==> src/rtl/fp_pkg.sv <==
// rtl/fp_pkg.sv - shared IEEE-754 single-precision constants, operand classes and classifier
//
// Purpose : common definitions for the floating-point datapath blocks (fmul, fadd_pipe).
// Contents: EXP_BIAS, EXP_MAX, MANT_W, QNAN, POS_INF, fp_class_t, fp_classify().

package fp_pkg;

   localparam int unsigned EXP_BIAS = 127;
   localparam int unsigned EXP_MAX  = 255;
   localparam int unsigned MANT_W   = 23;

   localparam logic [31:0] QNAN    = 32'h7FC00000;
   localparam logic [31:0] POS_INF = 32'h7F800000;

   typedef enum logic [2:0] {
      FP_ZERO,
      FP_DENORM,
      FP_NORMAL,
      FP_INF,
      FP_NAN
   } fp_class_t;

   function automatic fp_class_t fp_classify(input logic [31:0] x);
      fp_class_t c;
      if (x[30:23] == 8'd0)
         c = (x[22:0] == 23'd0) ? FP_ZERO : FP_DENORM;
      else if (x[30:23] == 8'hFF)
         c = (x[22:0] == 23'd0) ? FP_INF : FP_NAN;
      else
         c = FP_NORMAL;
      return c;
   endfunction

endpackage

==> src/rtl/fp_lzc.sv <==
// rtl/fp_lzc.sv - combinational leading-zero counter for the 27-bit adder mantissa
//
// Purpose: number of zeros above the most significant set bit; 27 when the input is zero.
// Ports  : din [26:0] mantissa in, cnt [4:0] leading-zero count out.

module fp_lzc (
   input  logic [26:0] din,
   output logic [4:0]  cnt
);

   // Scanning upward lets the highest set bit make the final assignment.
   always_comb begin
      cnt = 5'd27;
      for (int i = 0; i < 27; i++) begin
         if (din[i])
            cnt = 5'(26 - i);
      end
   end

endmodule

==> src/rtl/fadd_pipe.sv <==
// rtl/fadd_pipe.sv - three-cycle pipelined IEEE-754 single-precision adder
//
// Purpose : out = in1 + in2, round to nearest even, one pair per cycle, no stall.
//           FTZ=1 treats denormal inputs as signed zero and flushes denormal results.
// Ports   : clk, rst_n (async active-low), in_valid, in1[31:0], in2[31:0],
//           out_valid, out[31:0] (sum of the pair sampled three edges earlier).

module fadd_pipe
   import fp_pkg::*;
#(
   parameter bit FTZ = 1'b0
) (
   input  logic        clk,
   input  logic        rst_n,
   input  logic        in_valid,
   input  logic [31:0] in1,
   input  logic [31:0] in2,
   output logic        out_valid,
   output logic [31:0] out
);

   // ---------------- stage 1: unpack, classify, swap, align ----------------
   fp_class_t   ca, cb;
   logic        a_zero, b_zero, a_ge_b;
   logic [7:0]  ea, eb, e_big, e_small, d;
   logic [23:0] sig_a, sig_b, sig_big, sig_small;
   logic [53:0] sh;
   logic [26:0] aligned;
   logic        any_nan, inf_clash, special1;
   logic [31:0] sval1;

   assign ca     = fp_classify(in1);
   assign cb     = fp_classify(in2);
   assign a_zero = (ca == FP_ZERO) || (FTZ && ca == FP_DENORM);
   assign b_zero = (cb == FP_ZERO) || (FTZ && cb == FP_DENORM);
   // Denormals (and zeros) behave as exponent 1 with hidden bit 0.
   assign ea     = (in1[30:23] == 8'd0) ? 8'd1 : in1[30:23];
   assign eb     = (in2[30:23] == 8'd0) ? 8'd1 : in2[30:23];
   assign sig_a  = a_zero ? 24'd0 : {ca == FP_NORMAL, in1[MANT_W-1:0]};
   assign sig_b  = b_zero ? 24'd0 : {cb == FP_NORMAL, in2[MANT_W-1:0]};

   assign a_ge_b    = {ea, sig_a} >= {eb, sig_b};
   assign e_big     = a_ge_b ? ea : eb;
   assign e_small   = a_ge_b ? eb : ea;
   assign sig_big   = a_ge_b ? sig_a : sig_b;
   assign sig_small = a_ge_b ? sig_b : sig_a;
   assign d         = e_big - e_small;

   // Low 27 bits of the wide shift are everything pushed past the sticky position.
   assign sh      = {sig_small, 3'b000, 27'd0} >> d;
   assign aligned = (d >= 8'd26) ? {26'd0, |sig_small}
                                 : {sh[53:28], sh[27] | (|sh[26:0])};

   assign any_nan   = (ca == FP_NAN) || (cb == FP_NAN);
   assign inf_clash = (ca == FP_INF) && (cb == FP_INF) && (in1[31] != in2[31]);
   assign special1  = any_nan || (ca == FP_INF) || (cb == FP_INF);
   assign sval1     = (any_nan || inf_clash) ? QNAN : ((ca == FP_INF) ? in1 : in2);

   logic        v1, s1_sub, s1_sign, s1_special;
   logic [7:0]  s1_exp;
   logic [26:0] s1_mbig, s1_msmall;
   logic [31:0] s1_sval;

   // ---------------- stage 2: add / subtract magnitudes ----------------
   logic [27:0] sum2;
   logic        sign2;

   assign sum2  = s1_sub ? ({1'b0, s1_mbig} - {1'b0, s1_msmall})
                         : ({1'b0, s1_mbig} + {1'b0, s1_msmall});
   // Exact cancellation yields +0; like-signed zeros keep their sign.
   assign sign2 = (s1_sub && sum2 == 28'd0) ? 1'b0 : s1_sign;

   logic        v2, s2_sign, s2_special;
   logic [7:0]  s2_exp;
   logic [27:0] s2_sum;
   logic [31:0] s2_sval;

   // ---------------- stage 3: normalize ----------------
   logic [4:0]  lz;
   logic [7:0]  limit, nsh;
   logic [26:0] norm3;
   logic [8:0]  exp3;

   fp_lzc u_lzc (
      .din (s2_sum[26:0]),
      .cnt (lz)
   );

   // Left shift stops at exponent 1 so tiny results fall out as denormals.
   assign limit = s2_exp - 8'd1;
   assign nsh   = ({3'b000, lz} > limit) ? limit : {3'b000, lz};
   assign norm3 = s2_sum[27] ? {s2_sum[27:2], s2_sum[1] | s2_sum[0]}
                             : (s2_sum[26:0] << nsh);
   assign exp3  = s2_sum[27] ? ({1'b0, s2_exp} + 9'd1) : {1'b0, s2_exp - nsh};

   logic        v3, s3_sign, s3_zero, s3_special;
   logic [8:0]  s3_exp;
   logic [26:0] s3_norm;
   logic [31:0] s3_sval;

   // ---------------- round and pack ----------------
   logic              round_up;
   logic [24:0]       sig_r;
   logic [8:0]        exp_f;
   logic [MANT_W-1:0] mant_f;
   logic [31:0]       res;

   assign round_up = s3_norm[2] & (s3_norm[3] | s3_norm[1] | s3_norm[0]);
   assign sig_r    = {1'b0, s3_norm[26:3]} + {24'd0, round_up};

   always_comb begin
      exp_f  = 9'd0;
      mant_f = sig_r[MANT_W-1:0];
      if (sig_r[24]) begin
         exp_f  = s3_exp + 9'd1;
         mant_f = '0;
      end else if (sig_r[23]) begin
         exp_f  = s3_exp;
      end

      if (s3_special)
         res = s3_sval;
      else if (s3_zero)
         res = {s3_sign, 31'd0};
      else if (exp_f >= 9'(EXP_MAX))
         res = POS_INF | {s3_sign, 31'd0};
      else if (FTZ && exp_f == 9'd0)
         res = {s3_sign, 31'd0};
      else
         res = {s3_sign, exp_f[7:0], mant_f};
   end

   // ---------------- registers ----------------
   always_ff @(posedge clk) begin
      s1_sub     <= in1[31] ^ in2[31];
      s1_sign    <= a_ge_b ? in1[31] : in2[31];
      s1_exp     <= e_big;
      s1_mbig    <= {sig_big, 3'b000};
      s1_msmall  <= aligned;
      s1_special <= special1;
      s1_sval    <= sval1;

      s2_sum     <= sum2;
      s2_sign    <= sign2;
      s2_exp     <= s1_exp;
      s2_special <= s1_special;
      s2_sval    <= s1_sval;

      s3_norm    <= norm3;
      s3_exp     <= exp3;
      s3_sign    <= s2_sign;
      s3_zero    <= (s2_sum == 28'd0);
      s3_special <= s2_special;
      s3_sval    <= s2_sval;
   end

   always_ff @(posedge clk or negedge rst_n) begin
      if (!rst_n) begin
         v1        <= 1'b0;
         v2        <= 1'b0;
         v3        <= 1'b0;
         out_valid <= 1'b0;
         out       <= 32'h00000000;
      end else begin
         v1        <= in_valid;
         v2        <= v1;
         v3        <= v2;
         out_valid <= v3;
         if (v3)
            out <= res;
      end
   end

endmodule

==> config.mk <==
export PLATFORM = sky130hd
export DESIGN_NAME = fadd_pipe
export DESIGN_NICKNAME = d
export VERILOG_FILES = /design/src/rtl/fp_pkg.sv /design/src/rtl/fp_lzc.sv /design/src/rtl/fadd_pipe.sv
export SDC_FILE = /design/constraint.sdc
export NUM_CORES = 1
export LEC_CHECK = 0
export CAP_MARGIN = 10
export CELL_PAD_IN_SITES_DETAIL_PLACEMENT = 1
export CELL_PAD_IN_SITES_GLOBAL_PLACEMENT = 1
export CORE_ASPECT_RATIO = 0.5
export CORE_UTILIZATION = 40
export DETAILED_ROUTE_END_ITERATION = 10
export PLACE_DENSITY = 0.77
export SYNTH_ARGS = -nofsm -noshare
export SYNTH_HDL_FRONTEND = slang
export SYNTH_SLANG_ARGS = --single-unit
==> constraint.sdc <==
create_clock -name clk -period 6.54 [get_ports clk]
set_input_delay 0.981 -clock clk [delete_from_list [all_inputs] [get_ports clk]]
set_output_delay 0.981 -clock clk [all_outputs]
set_load 0.1 [all_outputs]
# After elaboration in Yosys (flattened, before gate mapping)
# Index checks and enable logic that the tools add are counted.
dict set report word_totals {
  reg_bits 271
  elab_cells 128
}
dict set report classes {
  n_bitwise 6
  add_sub_neg 8
  n_lt_le_gt_ge 4
  shift 2
  n_mux 56
  n_reduce_logical 17
  eq_ne 9
}
# cell n
set op_table {}
lappend op_table {{24-bit two-way mux} 4}
lappend op_table {{5-bit two-way mux} 16}
lappend op_table {{32-bit two-way mux} 2}
lappend op_table {{31-bit two-way mux} 2}
lappend op_table {{28-bit logical NOT} 2}
lappend op_table {{54-bit by 8-bit >> shifter with 54-bit output} 1}
lappend op_table {{8-bit two-way mux} 6}
lappend op_table {{23-bit logical NOT} 2}
lappend op_table {{32-bit >= comparator} 1}
lappend op_table {{4-bit two-way mux} 8}
lappend op_table {{27-bit by 27-bit adder with 28-bit output} 1}
lappend op_table {{28-bit two-way mux} 1}
lappend op_table {{27-bit by 27-bit subtractor with 28-bit output} 1}
lappend op_table {{27-bit OR reduction} 1}
lappend op_table {{27-bit by 8-bit left shift with 27-bit output} 1}
lappend op_table {{26-bit two-way mux} 1}
lappend op_table {{24-bit by 1-bit adder with 25-bit output} 1}
lappend op_table {{24-bit OR reduction} 1}
lappend op_table {{23-bit two-way mux} 1}
lappend op_table {{3-bit two-way mux} 6}
lappend op_table {{9-bit two-way mux} 2}
lappend op_table {{8-bit equality test (second input constant)} 2}
lappend op_table {{8-bit logical NOT} 2}
lappend op_table {{8-bit subtractor} 2}
lappend op_table {{other kinds (17)} 35}

# Depth between registers and ports, before layout
# Gate-level depths: netlist of run 1.
dict set report depth {
  word_depth 31
  mapped_depth 31
  ltp_nobuf 29
}

# Modules after synthesis
# Synthesis of run 1 repeated with hierarchy kept, for this count alone.
dict set report hier_totals {
  hier_cells 1911
  area_unflattened_um2 16176.8
}
# mod seq_area_each_um2 cells_per_inst n_inst area_per_inst_um2
set modules_own_cells {}
lappend modules_own_cells {fadd_pipe 5605.4 1860 1 15899.0}
lappend modules_own_cells {fp_lzc 0.0 51 1 277.8}

# Least setup slack after synthesis of run 1
# OpenSTA, ideal clock, no wires.
dict set report synth_path {
  path_kind {input to register}
  from {input port in2[25]}
  to {register s1_msmall[0]}
  arrival_ns 6.944
  t_required_ns 6.401
  path_stages 27
  slack_ns -0.543
  cell_sequence {nor4_1 nand4_1 and2_1 ha_1 buf_2 nand4_1 nor4_1 o2111ai_1 o21ai_1 buf_2 buf_2 clkbuf_1 clkbuf_1 a22oi_1 ha_1 and2_1 a311oi_2 o31a_1 buf_2 mux4_2 mux2i_1 o22ai_1 a2111oi_0 o211ai_1 o41a_1 o21ai_1 a22oi_1}
}
dict set report synth_between {
  elab_chain_cells 12
}
# element line
set synth_lines {}
lappend synth_lines {{from (decl)} fadd_pipe.sv:17} ;# input logic [31:0] in2,
lappend synth_lines {{8-bit equality test} fp_pkg.sv:27} ;# else if (x[30:23] == 8'hFF)
lappend synth_lines {{3-bit two-way mux} fp_pkg.sv:27}
lappend synth_lines {{3-bit two-way mux} fp_pkg.sv:25} ;# if (x[30:23] == 8'd0)
lappend synth_lines {{3-bit by 2-bit equality test with 1-bit output or 3-bit logical NOT (tied branches)} {fadd_pipe.sv:40, fadd_pipe.sv:35}}
lappend synth_lines {{24-bit two-way mux} fadd_pipe.sv:40} ;# assign sig_b = b_zero ? 24'd0 : {cb == FP_NORMAL, in2[MANT_W-1:0]};
lappend synth_lines {{32-bit >= comparator} fadd_pipe.sv:42} ;# assign a_ge_b = {ea, sig_a} >= {eb, sig_b};
lappend synth_lines {{8-bit two-way mux (on tied branches)} {fadd_pipe.sv:43, fadd_pipe.sv:44}}
lappend synth_lines {{8-bit subtractor} fadd_pipe.sv:47} ;# assign d = e_big - e_small;
lappend synth_lines {{54-bit by 8-bit >> shifter with 54-bit output} fadd_pipe.sv:50} ;# assign sh = {sig_small, 3'b000, 27'd0} >> d;
lappend synth_lines {{27-bit OR reduction} fadd_pipe.sv:52} ;# : {sh[53:28], sh[27] | (|sh[26:0])};
lappend synth_lines {{1-bit bitwise OR} fadd_pipe.sv:52}
lappend synth_lines {{1-bit two-way mux (*)} fadd_pipe.sv:51} ;# assign aligned = (d >= 8'd26) ? {26'd0, |sig_small}
lappend synth_lines {{named net aligned[0]} fadd_pipe.sv:28} ;# logic [26:0] aligned;
lappend synth_lines {{to (signal assigned)} fadd_pipe.sv:139} ;# s1_msmall <= aligned;
lappend synth_lines {{to (decl)} fadd_pipe.sv:61} ;# logic [26:0] s1_mbig, s1_msmall;
# Mark *: on every way through the listed nets, which the timed path passes. The rest lies on a longest branch.
# A chain may end at the register's enable or synchronous reset.

# Worst setup path after layout of run 1
# Ends and elaborated chain as after synthesis.

==> results of run 1 <==
==> cell usage in the layout, fill, tap and decap left out, types with 24 or more instances in the layout <==
master / Yosys / final
a211oi_1: 25 / 24
a21oi_1: 129 / 128
a22oi_1: 27 / 27
and2_1: 31 / 31
buf_4: 0 / 162
clkbuf_16: 0 / 27
clkdlybuf4s50_1: 0 / 98
dfrtp_1: 36 / 35
dfxtp_1: 235 / 235
ha_1: 98 / 98
inv_1: 114 / 114
mux2i_1: 113 / 111
nand2_1: 153 / 153
nand3_1: 38 / 38
nor2_1: 179 / 179
nor3_1: 48 / 48
o21ai_0: 120 / 120
xnor2_1: 42 / 42
xor2_1: 25 / 24
==> cells in the mapped netlist, types with 11 or more instances <==
cell	number
dfxtp_1	235
nor2_1	179
nand2_1	153
a21oi_1	129
o21ai_0	120
inv_1	114
mux2i_1	113
clkbuf_1	101
ha_1	98
nor3_1	48
xnor2_1	42
nand3_1	38
dfrtp_1	36
and2_1	31
a22oi_1	27
a211oi_1	25
xor2_1	25
nor4_1	24
nand4_1	21
a31oi_1	19
mux2_2	17
mux4_2	17
nor2b_1	16
and3_1	15
nand2b_1	13
o21a_1	13
o31ai_1	13
or3_1	13
a21o_1	11
a22o_1	11
buf_2	11
==> power breakdown <==
group | internal [µW] | switching [µW]
sequential | 2000 | 345
combinational | 1330 | 2170
clock | 900 | 674
==> worst min-delay path by stage <==
stage / to / slack [ns]
global route: s2_exp[6] / 0.33
CTS: s2_exp[6] / 0.32
finish: s3_sval[27] / 0.33
detailed placement: s2_sval[20] / 0.31
floorplan: s2_exp[0] / 0.31
global placement: s2_sval[30] / 0.31
==> flip-flops by register name, summed over array words and instances, names as in the netlist, 8 cells and up <==
name,flops
s2_sum,28
s3_exp,9
s1_msmall,27
s2_exp,8
s1_mbig,24
s3_sval,32
s3_norm,27
s2_sval,32
out,32
s1_exp,8
s1_sval,32
==> cells by family after synthesis <==
group	synth area share
AND/OR/NAND/NOR	0.172
AO/OA/AOI/OAI	0.190
flip-flops	0.355
buffers and inverters	0.0575
multiplexers	0.108
adder cells (fa/ha/maj)	0.0802
XOR/XNOR	0.0372
==> stage by stage <==
stage,setup TNS (ns),instances
4_1_cts,0,2587
5_1_grt,0,2588
2_1_floorplan,0,1869
3_3_place_gp,-0.131,2542
3_5_place_dp,-0.371,2542
6_report,0,2589
==> worst max-delay path: cells and delay by family <==
family	cells	cell delay, ns
compound gates	12	2.67
fa+ha+maj	2	0.45
buf+inv	3	0.73
mux	2	0.76
simple gates	5	1.13
==> routing by layer <==
| layer | track usage | wire length (µm) |
|---|---|---|
| met1 | 0.386 | 27400 |
| met2 | 0.443 | 25400 |
| met3 | 0.0316 | 2400 |
| met4 | 0.0523 | 886 |
| met5 | 0 | 0 |
==> area by class of cell <==
cell class / count / area, µm² / area share
antenna: 2 / 5.00 / 0.000260
sequential: 271 / 5610 / 0.292
tap: 530 / 663 / 0.0345
multi-input combinational: 1360 / 9330 / 0.486
inverter: 116 / 435 / 0.0227
clock inverter: 11 / 143 / 0.00742
timing repair buffer: 265 / 2280 / 0.119
clock buffer: 34 / 752 / 0.0391
==> what timing repair did <==
item,4_1_cts,5_1_grt
hold endpoints to repair,0,0
endpoints found under the setup margin,0,1
gates resized for setup,0,3
==> flow_summary.yaml, run 1 <==
cts:
  post_cts_buffers: 0
  cts_hold_buffers: 0
  cts.reportedPaths.clkPinSlew_ns: 0.07
  cts_buffer_depth: 3
  clock_tree_from_tritoncts: "built"
  clock_sink_count: 271
  cts_made_buffers: 25
  htree_levels: 1
  worst_skew_pair.late_latency_ns: 0.55
  clk_root_buffer_cell: "clkbuf_16"
hold_path:
  worst_hold_startpoint: "s2_sval[27]"
  hold_path_depth: 0
  worst_hold_path_type: "flop to flop"
synthesis:
  synthDominantCellAreaShare: 0.298
  prevailing_post_synth_register_cell: "dfxtp_1"
  synth_seq_cells: 271
  ys_seq_area_frac: 0.355
  synth-edff-count: 0
  synth_cells: 1869
  synth_area_um2: 15800
  yosysTopAreaCell: "dfxtp_1"
  ys_warns: 0
  syn_nets: 2036
  count_of_different_cell_masters_after_synthesis: 79
  synth-async-reset-ratio: 0.133
  synth_top_area_cells: "dfxtp_1 30%, ha_1 7.8%, mux2i_1 7.2%, dfrtp_1 5.7%, nor2_1 4.3%"
  syn-mean-instance-area_um2: 8.44
critical_path:
  arrival_ns: 6.71
  worstPathCellList: "clkdlybuf4s50_1, inv_1, or4_1, o21a_1, inv_1, ha_1, nand4_1, nor3_1, a221oi_2, and2_1, o211a_1, a22oi_1, ha_1, and2_1, a311oi_2, o31a_1, mux4_2, mux2i_1, o22ai_1, a2111oi_0, o211ai_1, o41a_1, o21ai_1, a22oi_1"
  worst_setup_path_endpoint: "s1_msmall[0]"
  r2r_setup_slack_ns: 0.84
  timing.critical_path.slowest_cell_delay_ns: 0.57
  crit_path_max_fanout: 3
  cp_slowest_cell: "clkdlybuf4s50_1"
  timing.rr.end: "s3_exp[6]"
  cp-end-kind: "flop"
  worst_setup_path_start_kind: "input port"
  required_ns: 6.95
  rr_worst_depth: 27
  critical_path.startpoint: "in2[25]"
  reg2reg_from: "s2_sum[4]"
  worst-setup-path-type: "input port to flop"
sta:
  hold_viol_final: 0
  min_period_ns: 6.30
  worstMarginPinSlew_ns: 1.02
  fin_ws_ns: 0.240
  setup-violations-final: 0
  final.setup_skew_ns: 0.00886
  worst_slew_margin_rel: 0.320
  final_min_period_over_clock_period: 0.963
  grt_setup_unrepaired: "no"
  timing.fmax_ghz: 0.159
  slew_viol_final: 0
  hold_slack_ns: 0.328
global_routing:
  first_global_vias: 14300
  globalRoute.totalOverflow: 0
  grt_start_max_net_pins: 66
  grt_usage: 0.271
  grt_pass1_wl_um: 85200
  initial_antenna_violation_count: 5
floorplan:
  pin_count: 100
  die_area_um2: 40300
  coreArea_um2: 38900
  initial_core_util: 0.406
  die_width_um: 283
  std_cell_rows: 51
  fp.dieH_um: 142
power_and_ir_drop:
  peakVddDrop_mv: 0.241
  totalPowerFinal_uw: 7420
  power_per_cell_area_nw_per_um2: 386
  p_leak_uw: 0.00819
placement:
  preCtsSetupSlack_ns: -0.371
  detailed_place_hpwl_um: 44500
  io_buffer_count: 99
  post_dp_cell_area_um2: 18300
  routabilityCongestion: 1.02
routing:
  drc: 0
  routedWlPerCell_um: 21.7
  routed_wirelength_um: 56200
  dr.first_iter.drc_count: 1095
  drt-pass1-iter-count: 4
  route.antenna.remaining_nets: 0
  viasPerCell: 5.62
  detailroute.via_count: 14600
cells_and_area:
  finalCoreUtilization: 0.494
  design.final.nets: 2206
  fin_area_um2: 19200
  syn2layout_area_growth_pct: 21.8
  drive_gt1_frac: 0.131
  filler_cell_count: 4564
job:
  timing.max_cap.violations: 0
status:
  result_of_the_run: "completed"
Power figures use the tool's default switching activity.
==> run 2, diff against run 1 <==
--- a/config.mk
+++ b/config.mk
@@ -9,9 +9,9 @@
 export CELL_PAD_IN_SITES_DETAIL_PLACEMENT = 1
 export CELL_PAD_IN_SITES_GLOBAL_PLACEMENT = 1
 export CORE_ASPECT_RATIO = 0.5
-export CORE_UTILIZATION = 40
+export CORE_UTILIZATION = 46
 export DETAILED_ROUTE_END_ITERATION = 10
-export PLACE_DENSITY = 0.77
+export PLACE_DENSITY = 0.86
 export SYNTH_ARGS = -nofsm -noshare
 export SYNTH_HDL_FRONTEND = slang
 export SYNTH_SLANG_ARGS = --single-unit
==> flow_summary.yaml, run 2 (synthesis results as in run 1) <==
sta:
  hold_viol_final: 0
  final_min_period_over_clock_period: 0.970
  timing.fmax_ghz: 0.158
  slew_viol_final: 0
  grt_setup_unrepaired: "no"
  worst_slew_margin_rel: 0.298
  worstMarginPinSlew_ns: 1.05
  final.setup_skew_ns: 0.0219
  setup-violations-final: 0
  min_period_ns: 6.35
routing:
  drt-pass1-iter-count: 6
  viasPerCell: 6.18
  dr.first_iter.drc_count: 1473
  drc: 0
  detailroute.via_count: 15400
  routedWlPerCell_um: 24.9
  route.antenna.remaining_nets: 0
  routed_wirelength_um: 62000
global_routing:
  grt_pass1_wl_um: 94900
  first_global_vias: 15700
  grt_usage: 0.349
  initial_antenna_violation_count: 7
  grt_start_max_net_pins: 66
  globalRoute.totalOverflow: 0
cells_and_area:
  seq_area_um2: 5610
  stdcell_count: 2494
  syn2layout_area_growth_pct: 20.5
  filler_cell_count: 3855
  drive_gt1_frac: 0.128
  finalCoreUtilization: 0.569
  design.final.nets: 2197
  commonest_cells_after_routing_fill_and_taps_aside: "235 x dfxtp_1, 179 x nor2_1, 155 x buf_4"
  multi_input_area_um2: 9350
  mostFrequentLayoutCell: "dfxtp_1"
floorplan:
  fp.dieH_um: 133
  std_cell_rows: 47
  die_width_um: 264
  pin_count: 100
  die_area_um2: 35100
  coreArea_um2: 33400
  initial_core_util: 0.472
cts:
  htree_levels: 1
  cts_made_buffers: 25
  cts.reportedPaths.clkPinSlew_ns: 0.08
  cts_hold_buffers: 0
  worst_skew_pair.late_latency_ns: 0.56
  clk_root_buffer_cell: "clkbuf_16"
  clock_tree_from_tritoncts: "built"
  cts_buffer_depth: 3
  clock_sink_count: 271
critical_path:
  crit_path_max_fanout: 15
  required_ns: 6.96
  worst_setup_path_start_kind: "input port"
  worst-setup-path-type: "input port to flop"
  cp-end-kind: "flop"
  arrival_ns: 6.76
power_and_ir_drop:
  p_leak_uw: 0.00812
  peakVddDrop_mv: 0.216
  power_per_cell_area_nw_per_um2: 397
placement:
  placedCellCount: 2443
  routabilityCongestion: 1.07
  detailed_place_hpwl_um: 46300
  io_buffer_count: 99
status:
  result_of_the_run: "completed"
job:
  timing.max_cap.violations: 0
hold_path:
  worst_hold_path_type: "flop to flop"
==> run 2: cell types whose count changed in the layout (fill, tap and decap cells not counted), sizes merged <==
cell / delta
buf: -10
bufinv: +1
clkbuf: -4
clkdlybuf4s50: +1
clkinv: +1
diode: +3
inv: +2
==> run 2: layout make-up <==
type,count,area share
antenna,5,0.000658
clock buffer,30,0.0361
clock inverter,15,0.00974
inverter,116,0.0229
multi-input combinational,1360,0.492
sequential,271,0.295
tap,441,0.0290
timing repair buffer,256,0.115
==> run 2: through the flow <==
step                      power (µW)  cell area (µm²)  setup WS, ns  hold slack [ns]  TNS, ns
after floorplan                 4630            15800        0.0423            0.310        0
after global placement          5680            18100       -0.0583            0.312  -0.0583
after detailed placement        5800            18100        -0.301            0.313   -0.301
after CTS                       7470            19000         0.113            0.298        0
after global routing            7850            19000       0.00459            0.309        0
final                           7550            19000         0.194            0.306        0
==> run 2: metal layers <==
layer,global-route usage,up-vias,share of wire
li1,-,6968,-
met1,0.471,7567,0.43
met2,0.568,735,0.45
met3,0.0547,146,0.082
met4,0.124,2,0.036
met5,0,-,0.00019
==> run 2: final timing paths <==
path                             start            to  slack, ns  cells past startpoint
hold reg to reg            s1_sval[15]   s2_sval[15]       0.31                      0
setup / recovery               in2[26]  s1_msmall[0]       0.19                     25
max in group asynchronous        rst_n            v3       5.35                      2
setup reg to reg             s2_sum[4]     s3_exp[7]       0.36                     26
hold / removal             s1_sval[15]   s2_sval[15]       0.31                      0
min in group asynchronous        rst_n       out[26]       0.84                      2
==> run 2: critical path, cell delays in order <==
cell             delay, ns
clkdlybuf4s50_1       0.51
inv_1                 0.07
or4_1                 0.55
o21a_1                0.14
inv_1                 0.07
ha_1                  0.26
nand4_1               0.16
nor3_1                0.06
a221oi_1              0.36
and2_1                0.21
o211a_1               0.18
a22oi_1               0.09
ha_1                  0.21
and2_1                0.17
a311oi_2              0.29
o31a_1                0.27
buf_4                 0.27
mux4_2                0.37
mux2i_1               0.28
o22ai_1               0.17
o21bai_1              0.21
o211ai_1              0.17
o41a_1                0.45
o21ai_1               0.15
a22oi_1               0.09
==> run 2: power breakdown <==
| group | total [µW] | switching, µW | internal [µW] |
|---|---|---|---|
| combinational | 3600 | 2290 | 1310 |
| clock | 1590 | 710 | 882 |
| sequential | 2360 | 368 | 1990 |
| total | 7550 | 3370 | 4180 |
==> run 2: timing repair <==
action	in CTS	in global routing
gates resized for setup	0	6
setup buffers	0	1
setup endpoints to repair	0	7
